$ cat src/rtl/zbt_port_arbiter.sv
// Three-way arbiter for a single pipelined ZBT SRAM port. It issues one access per cycle.
// Write data is delayed to the data slot, and read data is steered back to its owner by tag.
module zbt_port_arbiter #(
  parameter int AW      = 19,
  parameter int DW      = 36,
  parameter int MEM_LAT = 2
) (
  input  logic          clk,
  input  logic          reset,
  input  logic          disp_req,
  input  logic          disp_we,
  input  logic [AW-1:0] disp_addr,
  input  logic [DW-1:0] disp_wdata,
  output logic          disp_gnt,
  output logic          disp_rvalid,
  input  logic          cam_req,
  input  logic          cam_we,
  input  logic [AW-1:0] cam_addr,
  input  logic [DW-1:0] cam_wdata,
  output logic          cam_gnt,
  output logic          cam_rvalid,
  input  logic          proc_req,
  input  logic          proc_we,
  input  logic [AW-1:0] proc_addr,
  input  logic [DW-1:0] proc_wdata,
  output logic          proc_gnt,
  output logic          proc_rvalid,
  output logic [DW-1:0] rdata,
  output logic [AW-1:0] mem_addr,
  output logic          mem_we,
  output logic [DW-1:0] mem_wdata,
  output logic          mem_wdata_en,
  input  logic [DW-1:0] mem_rdata
);

  typedef struct packed {
    logic [1:0] owner;
    logic       we;
  } tag_t;

  localparam logic [1:0] OWN_DISP = 2'd0;
  localparam logic [1:0] OWN_CAM  = 2'd1;
  localparam logic [1:0] OWN_PROC = 2'd2;

  logic                        rr_proc;   // 0: cam favoured, 1: proc favoured
  logic [MEM_LAT:0]            vld_pipe;
  tag_t [MEM_LAT:0]            tag_pipe;
  logic [MEM_LAT:0][DW-1:0]    wd_pipe;

  logic          accept;
  tag_t          acc_tag;
  logic [AW-1:0] acc_addr;
  logic [DW-1:0] acc_wdata;
  logic          rd_slot;

  // disp always wins; cam/proc contend through the round-robin pointer
  always_comb begin
    disp_gnt = reset & disp_req;
    cam_gnt  = reset & ~disp_req & cam_req  & (~proc_req | ~rr_proc);
    proc_gnt = reset & ~disp_req & proc_req & (~cam_req  |  rr_proc);
  end

  always_comb begin
    accept    = disp_gnt | cam_gnt | proc_gnt;
    acc_tag   = '{owner: OWN_DISP, we: disp_we};
    acc_addr  = disp_addr;
    acc_wdata = disp_wdata;
    if (cam_gnt) begin
      acc_tag   = '{owner: OWN_CAM, we: cam_we};
      acc_addr  = cam_addr;
      acc_wdata = cam_wdata;
    end else if (proc_gnt) begin
      acc_tag   = '{owner: OWN_PROC, we: proc_we};
      acc_addr  = proc_addr;
      acc_wdata = proc_wdata;
    end
  end

  assign rd_slot      = vld_pipe[MEM_LAT] & ~tag_pipe[MEM_LAT].we;
  assign mem_wdata_en = vld_pipe[MEM_LAT] &  tag_pipe[MEM_LAT].we;
  assign mem_wdata    = wd_pipe[MEM_LAT];

  always_ff @(posedge clk or negedge reset) begin
    if (!reset) begin
      rr_proc     <= 1'b0;
      vld_pipe    <= '0;
      tag_pipe    <= '0;
      wd_pipe     <= '0;
      mem_addr    <= '0;
      mem_we      <= 1'b0;
      rdata       <= '0;
      disp_rvalid <= 1'b0;
      cam_rvalid  <= 1'b0;
      proc_rvalid <= 1'b0;
    end else begin
      vld_pipe <= {vld_pipe[MEM_LAT-1:0], accept};
      tag_pipe <= {tag_pipe[MEM_LAT-1:0], acc_tag};
      wd_pipe  <= {wd_pipe[MEM_LAT-1:0], (accept & acc_tag.we) ? acc_wdata : {DW{1'b0}}};
      mem_we   <= accept & acc_tag.we;
      if (accept)
        mem_addr <= acc_addr;
      if (cam_gnt)
        rr_proc <= 1'b1;
      else if (proc_gnt)
        rr_proc <= 1'b0;
      // data at the bus this cycle belongs to the access issued MEM_LAT cycles ago
      if (rd_slot)
        rdata <= mem_rdata;
      disp_rvalid <= rd_slot & (tag_pipe[MEM_LAT].owner == OWN_DISP);
      cam_rvalid  <= rd_slot & (tag_pipe[MEM_LAT].owner == OWN_CAM);
      proc_rvalid <= rd_slot & (tag_pipe[MEM_LAT].owner == OWN_PROC);
    end
  end

endmodule

$ cat config.mk
export PLATFORM = sky130hd
export DESIGN_NAME = zbt_port_arbiter
export DESIGN_NICKNAME = d
export VERILOG_FILES = /design/src/rtl/zbt_port_arbiter.sv
export SDC_FILE = /design/constraint.sdc
export NUM_CORES = 1
export LEC_CHECK = 0
export ABC_AREA = 1
export BUFFER_PORTS_ARGS = -buffer_cell sky130_fd_sc_hd__buf_2
export CELL_PAD_IN_SITES_DETAIL_PLACEMENT = 0
export CELL_PAD_IN_SITES_GLOBAL_PLACEMENT = 2
export CORE_MARGIN = 2
export CORE_UTILIZATION = 28
export CTS_CLUSTER_DIAMETER = 30
export DETAILED_ROUTE_END_ITERATION = 8
export MAX_ROUTING_LAYER = met4
export PLACE_DENSITY = 0.9
export SYNTH_ARGS = -nofsm -noshare
export SYNTH_HDL_FRONTEND = slang
export SYNTH_SLANG_ARGS = --single-unit
$ cat constraint.sdc
create_clock -name clk -period 1.6 [get_ports clk]
set_input_delay 0.32 -clock clk [delete_from_list [all_inputs] [get_ports clk]]
set_output_delay 0.32 -clock clk [all_outputs]
set_load 0.005 [all_outputs]
# == After elaboration in Yosys (flattened, before gate mapping) ==
# Cells that the tools add are included.
# totals
ram_bits,0
out_inout_bits,99
mem_count,0
latch_bits,0
register_bits,180
input_bits,209
elab_cells,51
rom_bits,0
# op_classes
magnitude_cmp,0
muxes,9
reduce_logical,2
n_eq_ne,2
n_div,0
multipliers,0
addsub,0
shift,0
bitwise_logic,21
# op_table
operator,n
two-way mux 36 bit,3
two-way mux 19 bit,2
bitwise AND 1 bit,12
two-way mux 3 bit,2
inverter 1 bit,5
OR 1 bit,4
equality test 2 x 1 -> 1 bit (second input constant),1
equality test 2 bit (second input constant),1
logical NOT 2 bit,1
two-way mux 1 bit,2
nonzero test 2 bit,1

# == Depth between registers and ports, before layout ==
# logic_depth
depth_word,8
mapped_depth,9
depth_no_buf,8

# == Worst setup path before layout ==
# Ideal clock, no wire load.
# synth_timing
path_kind,reg-to-reg
startpoint,register vld_pipe[2]
endpoint,register rdata[28]
n_path_buf,2
path_slack_ns,0.281
setup_time_ns,0.125
arrival_time_ns,1.194
path_stages_with_launch,5
synth_period_minus_slack_ns,1.319
required_time_ns,1.475
cell_sequence,dfrtp_1 nand2_1 buf_2 buf_2 mux2_2
# synth_between
elab_chain_len,1
# synth_rtl
element,line,rtl
start: declaration,46,logic [MEM_LAT:0] vld_pipe;
start signal: assignment,96,"vld_pipe <= {vld_pipe[MEM_LAT-1:0], accept};"
bitwise AND 1 bit,79,assign rd_slot = vld_pipe[MEM_LAT] & ~tag_pipe[MEM_LAT].we;
end signal: assignment,108,rdata <= mem_rdata;
end: declaration,28,"output logic [DW-1:0] rdata,"
# No other way between the ends.
# A chain may end at the register's enable or synchronous reset.

# == Final worst setup path ==
# layout_timing
startpoint,register rr_proc
endpoint,output proc_gnt
# layout_between
elab_chain_len,2
# layout_rtl
element,line,rtl
start: declaration,45,logic rr_proc;
start signal: assignment,85,rr_proc <= 1'b0;
start signal: assignment,103,rr_proc <= 1'b1;
start signal: assignment,105,rr_proc <= 1'b0;
OR 1 bit,60,proc_gnt = reset & ~disp_req & proc_req & (~cam_req | rr_proc);
bitwise AND 1 bit,60,
end: declaration,26,"output logic proc_gnt,"
# No other way between the ends.

==> impl_metrics.csv <==
group,metric,value,unit
status,status,"complete, no violations",
global_route,met3_usage,0.0395,
power_and_ir_drop,ir_worst_vdd,588,µV
timing,maxSlewHeadroom,0.634,
cts,clock-root-buffer,"clkbuf_16",
global_route,grt_max_degree,94,
timing,fin_tns_setup,0,ps
route,ant_nets,0,
synthesis,avgSynthCellArea,10.2,µm²
job,drv_cap,0,
synthesis,ys_seq_area_frac,0.619,
global_route,grt_usage,0.155,
timing,slew_violations,0,
power_and_ir_drop,clkPwrFrac,0.360,
die,die_w,165,µm
critical_path,r2r-end,"wd_pipe[34]$_DFF_PN0_",
critical_path,r2r_start,"rr_proc$_DFFE_PN0P_",
global_route,met1_usage,0.192,
critical_path,end_kind,"primary output",
critical_path,cp_data_arrival_time,1270,ps
synthesis,synth_area_leaders,"dfrtp_1 62%, nand2_1 7.0%, nor2_1 5.6%",
die,die-height,165,µm
synthesis,ys_ff_latch,180,
timing,clock.fmax,0.629,GHz
cts,htreeDepth,4,
finish,drive_gt1_frac,0.418,
power_and_ir_drop,p_total,0.0112,W
synthesis,synth_nets,919,
critical_path,cp-endpoint,"proc_gnt",
global_route,grt.overflow.total,0,
timing,setup_viol,0,
cts,cts_made_buffers,17,
synthesis,synth_top_area_frac,0.619,
power_and_ir_drop,p_comb_frac,0.171,
critical_path,start_kind,"register",
cts,cts_buffer_depth,2,
power_and_ir_drop,netSwitchingFraction,0.280,
finish,fin_nets,1201,
timing,finalCriticalPeriod,1590,ps
global_route,grt_pass1_vias,5732,
power_and_ir_drop,p_switching,0.00314,W
route,drt_wl_total,20900,µm
route,wl_per_cell,15.7,µm
finish,instances_no_fill,1336,
synthesis,yosys_warnings,0,
finish,syn_to_final_growth,34.1,%
cts,clkLatencyLatePin,430,ps
power_and_ir_drop,power_density,1150,nW/µm²
power_and_ir_drop,p_leak,5.41,nW
global_route,grt_pass1_wl,31000,µm
cts,clkTransAtPathRegs,70,ps
route,drtPass1Iterations,5,
cts,cts_tree,"yes",
timing,report.final.hold_viol_count,0,
global_route,antenna_found_initial,0,
place,place_hpwl,14800,µm
power_and_ir_drop,p_int,0.00809,W
worst_hold_path,hold_path_class,"primary input to async pin",
route,vias,5724,
finish,multi_input_area,2110,µm²
timing,worst_pin_slew,550,ps
synthesis,synth_area,7270,µm²
route,first_iter_violations,252,
critical_path,worstPathRequired,1280,ps
die,coreArea,25300,µm²
place,io_buffers,307,
power_and_ir_drop,sequentialPowerShare,0.469,
global_route,grt_use_met2,0.251,
timing,fin_skew,17.9,ps
die,row_count,58,
synthesis,synth_cell_types,23,
die,dieArea,27300,µm²
finish,fillCellCount,2544,
critical_path,crit_type,"register to primary output",
cts,clock_sinks,180,
place,routabilityCongestion,0.788,
route,drt_drc_violations_left,0,
timing,rsz0062_at_grt,"yes",
finish,seq_area,4500,µm²
synthesis,syn_inst,710,
synthesis,yosysTopAreaCell,"dfrtp_1",
critical_path,r2r_cells,8,
critical_path,cp-startpoint,"rr_proc$_DFFE_PN0P_",
timing,fin_crit_sh,0.994,
critical_path,ff2ff_setup_slack,130,ps
place,dp_cells,1295,
die,io_pins,308,
critical_path,worstPathMaxFanout,2,
route,via_per_inst,4.28,
global_route,grt-busiest-layer,"met2",
die,initial_core_util,0.287,
[per-stage QoR]
step | util | hold slack (ps) | instance area [µm²] | worst slack [ps]
CTS | 0.383 | 71.6 | 9710 | -25.1
floorplan | - | 24.4 | 7270 | 281
finish | 0.385 | 20.2 | 9760 | 9.64
global route | 0.385 | 83.2 | 9760 | -70.1
global placement | 0.357 | 331 | 9040 | 37.4
detailed placement | 0.357 | 335 | 9040 | -3.01
[power by group through the flow]
stage / Clock (W) / Combinational, W / Sequential [W]
after floorplan: 0 / 0.000874 / 0.00538
after global placement: 0 / 0.00188 / 0.00534
after detailed placement: 0 / 0.00192 / 0.00535
after CTS: 0.00422 / 0.00194 / 0.00527
after global routing: 0.00439 / 0.00215 / 0.00533
final: 0.00405 / 0.00192 / 0.00527
[critical path, stage by stage, from the launching register on]
cell and delay, ps:
dfrtp_1 390, inv_2 80, nand2_4 60, nand3_4 90
buf_12 110, inv_4 30, buf_6 100
[placed cells by master, fill, tap and decap left out, types with 4 or more instances in the layout]
cell type | netlist | routed
buf_2 | 28 | 305
dfrtp_1 | 180 | 180
nand2_1 | 136 | 135
nor2_1 | 109 | 109
nand4_1 | 57 | 57
inv_1 | 44 | 42
nand3_1 | 39 | 39
mux2_2 | 36 | 36
clkbuf_16 | 0 | 18
buf_4 | 41 | 18
or2_0 | 11 | 11
buf_12 | 0 | 11
or2_1 | 8 | 8
inv_6 | 0 | 6
inv_8 | 0 | 4
[metal layers]
metal / vias up / share of wire
li1: 2795 / -
met1: 2701 / 0.43
met5: - / 0
met3: 14 / 0.070
met2: 214 / 0.48
met4: 0 / 0.013
[Yosys cell counts]
library cell  count
dfrtp_1         180
nand2_1         136
nor2_1          109
nand4_1          57
inv_1            44
buf_4            41
nand3_1          39
mux2_2           36
buf_2            28
or2_0            11
or2_1             8
buf_6             3
clkbuf_1          3
inv_2             3
nand2_2           2
nand3_4           2
nor3_1            2
buf_1             1
inv_4             1
nand2_4           1
nand3_2           1
nor2_4            1
o21ai_0           1
[sequential cells by signal (all words and copies together) (netlist names), 3 cells and up]
signal and flops:
wd_pipe 72, mem_addr 19, mem_wdata 36, vld_pipe 3, rdata 36, tag_pipe 9
[cell families after synthesis]
kind of cell,after synthesis,share of synthesized area
mux,36,0.0557
compound gates,1,0.000687
buf+inv,124,0.0934
flops,180,0.619
simple gates,369,0.231
[repair_timing]
item	CTS	global route
hold buffers	1	0
endpoints found under the setup margin	2	33
gates resized for setup	10	5
gates cloned	0	1
setup buffers	5	1
pin swaps	2	1
hold endpoints to repair	87	0
[cell type report]
class | instances | share of cell area
sequential | 180 | 0.462
multi-input combinational | 406 | 0.216
timing repair buffer | 339 | 0.200
clock buffer | 17 | 0.0436
tap | 330 | 0.0423
inverter | 48 | 0.0197
clock inverter | 15 | 0.0160
antenna | 1 | 0.000256
[how the worst min path moves through the flow]
stage	slack (ps)	to	start	cells past startpoint
after floorplan	20	cam_rvalid$_DFF_PN0_	reset	0
after global routing	80	rr_proc$_DFFE_PN0P_	reset	3
after detailed placement	330	mem_wdata[0]$_DFF_PN0_	wd_pipe[36]$_DFF_PN0_	0
after CTS	70	mem_addr[16]$_DFFE_PN0P_	reset	3
after global placement	330	mem_wdata[26]$_DFF_PN0_	wd_pipe[62]$_DFF_PN0_	0
final	20	rr_proc$_DFFE_PN0P_	reset	3
(Power assumes the default switching activity.)
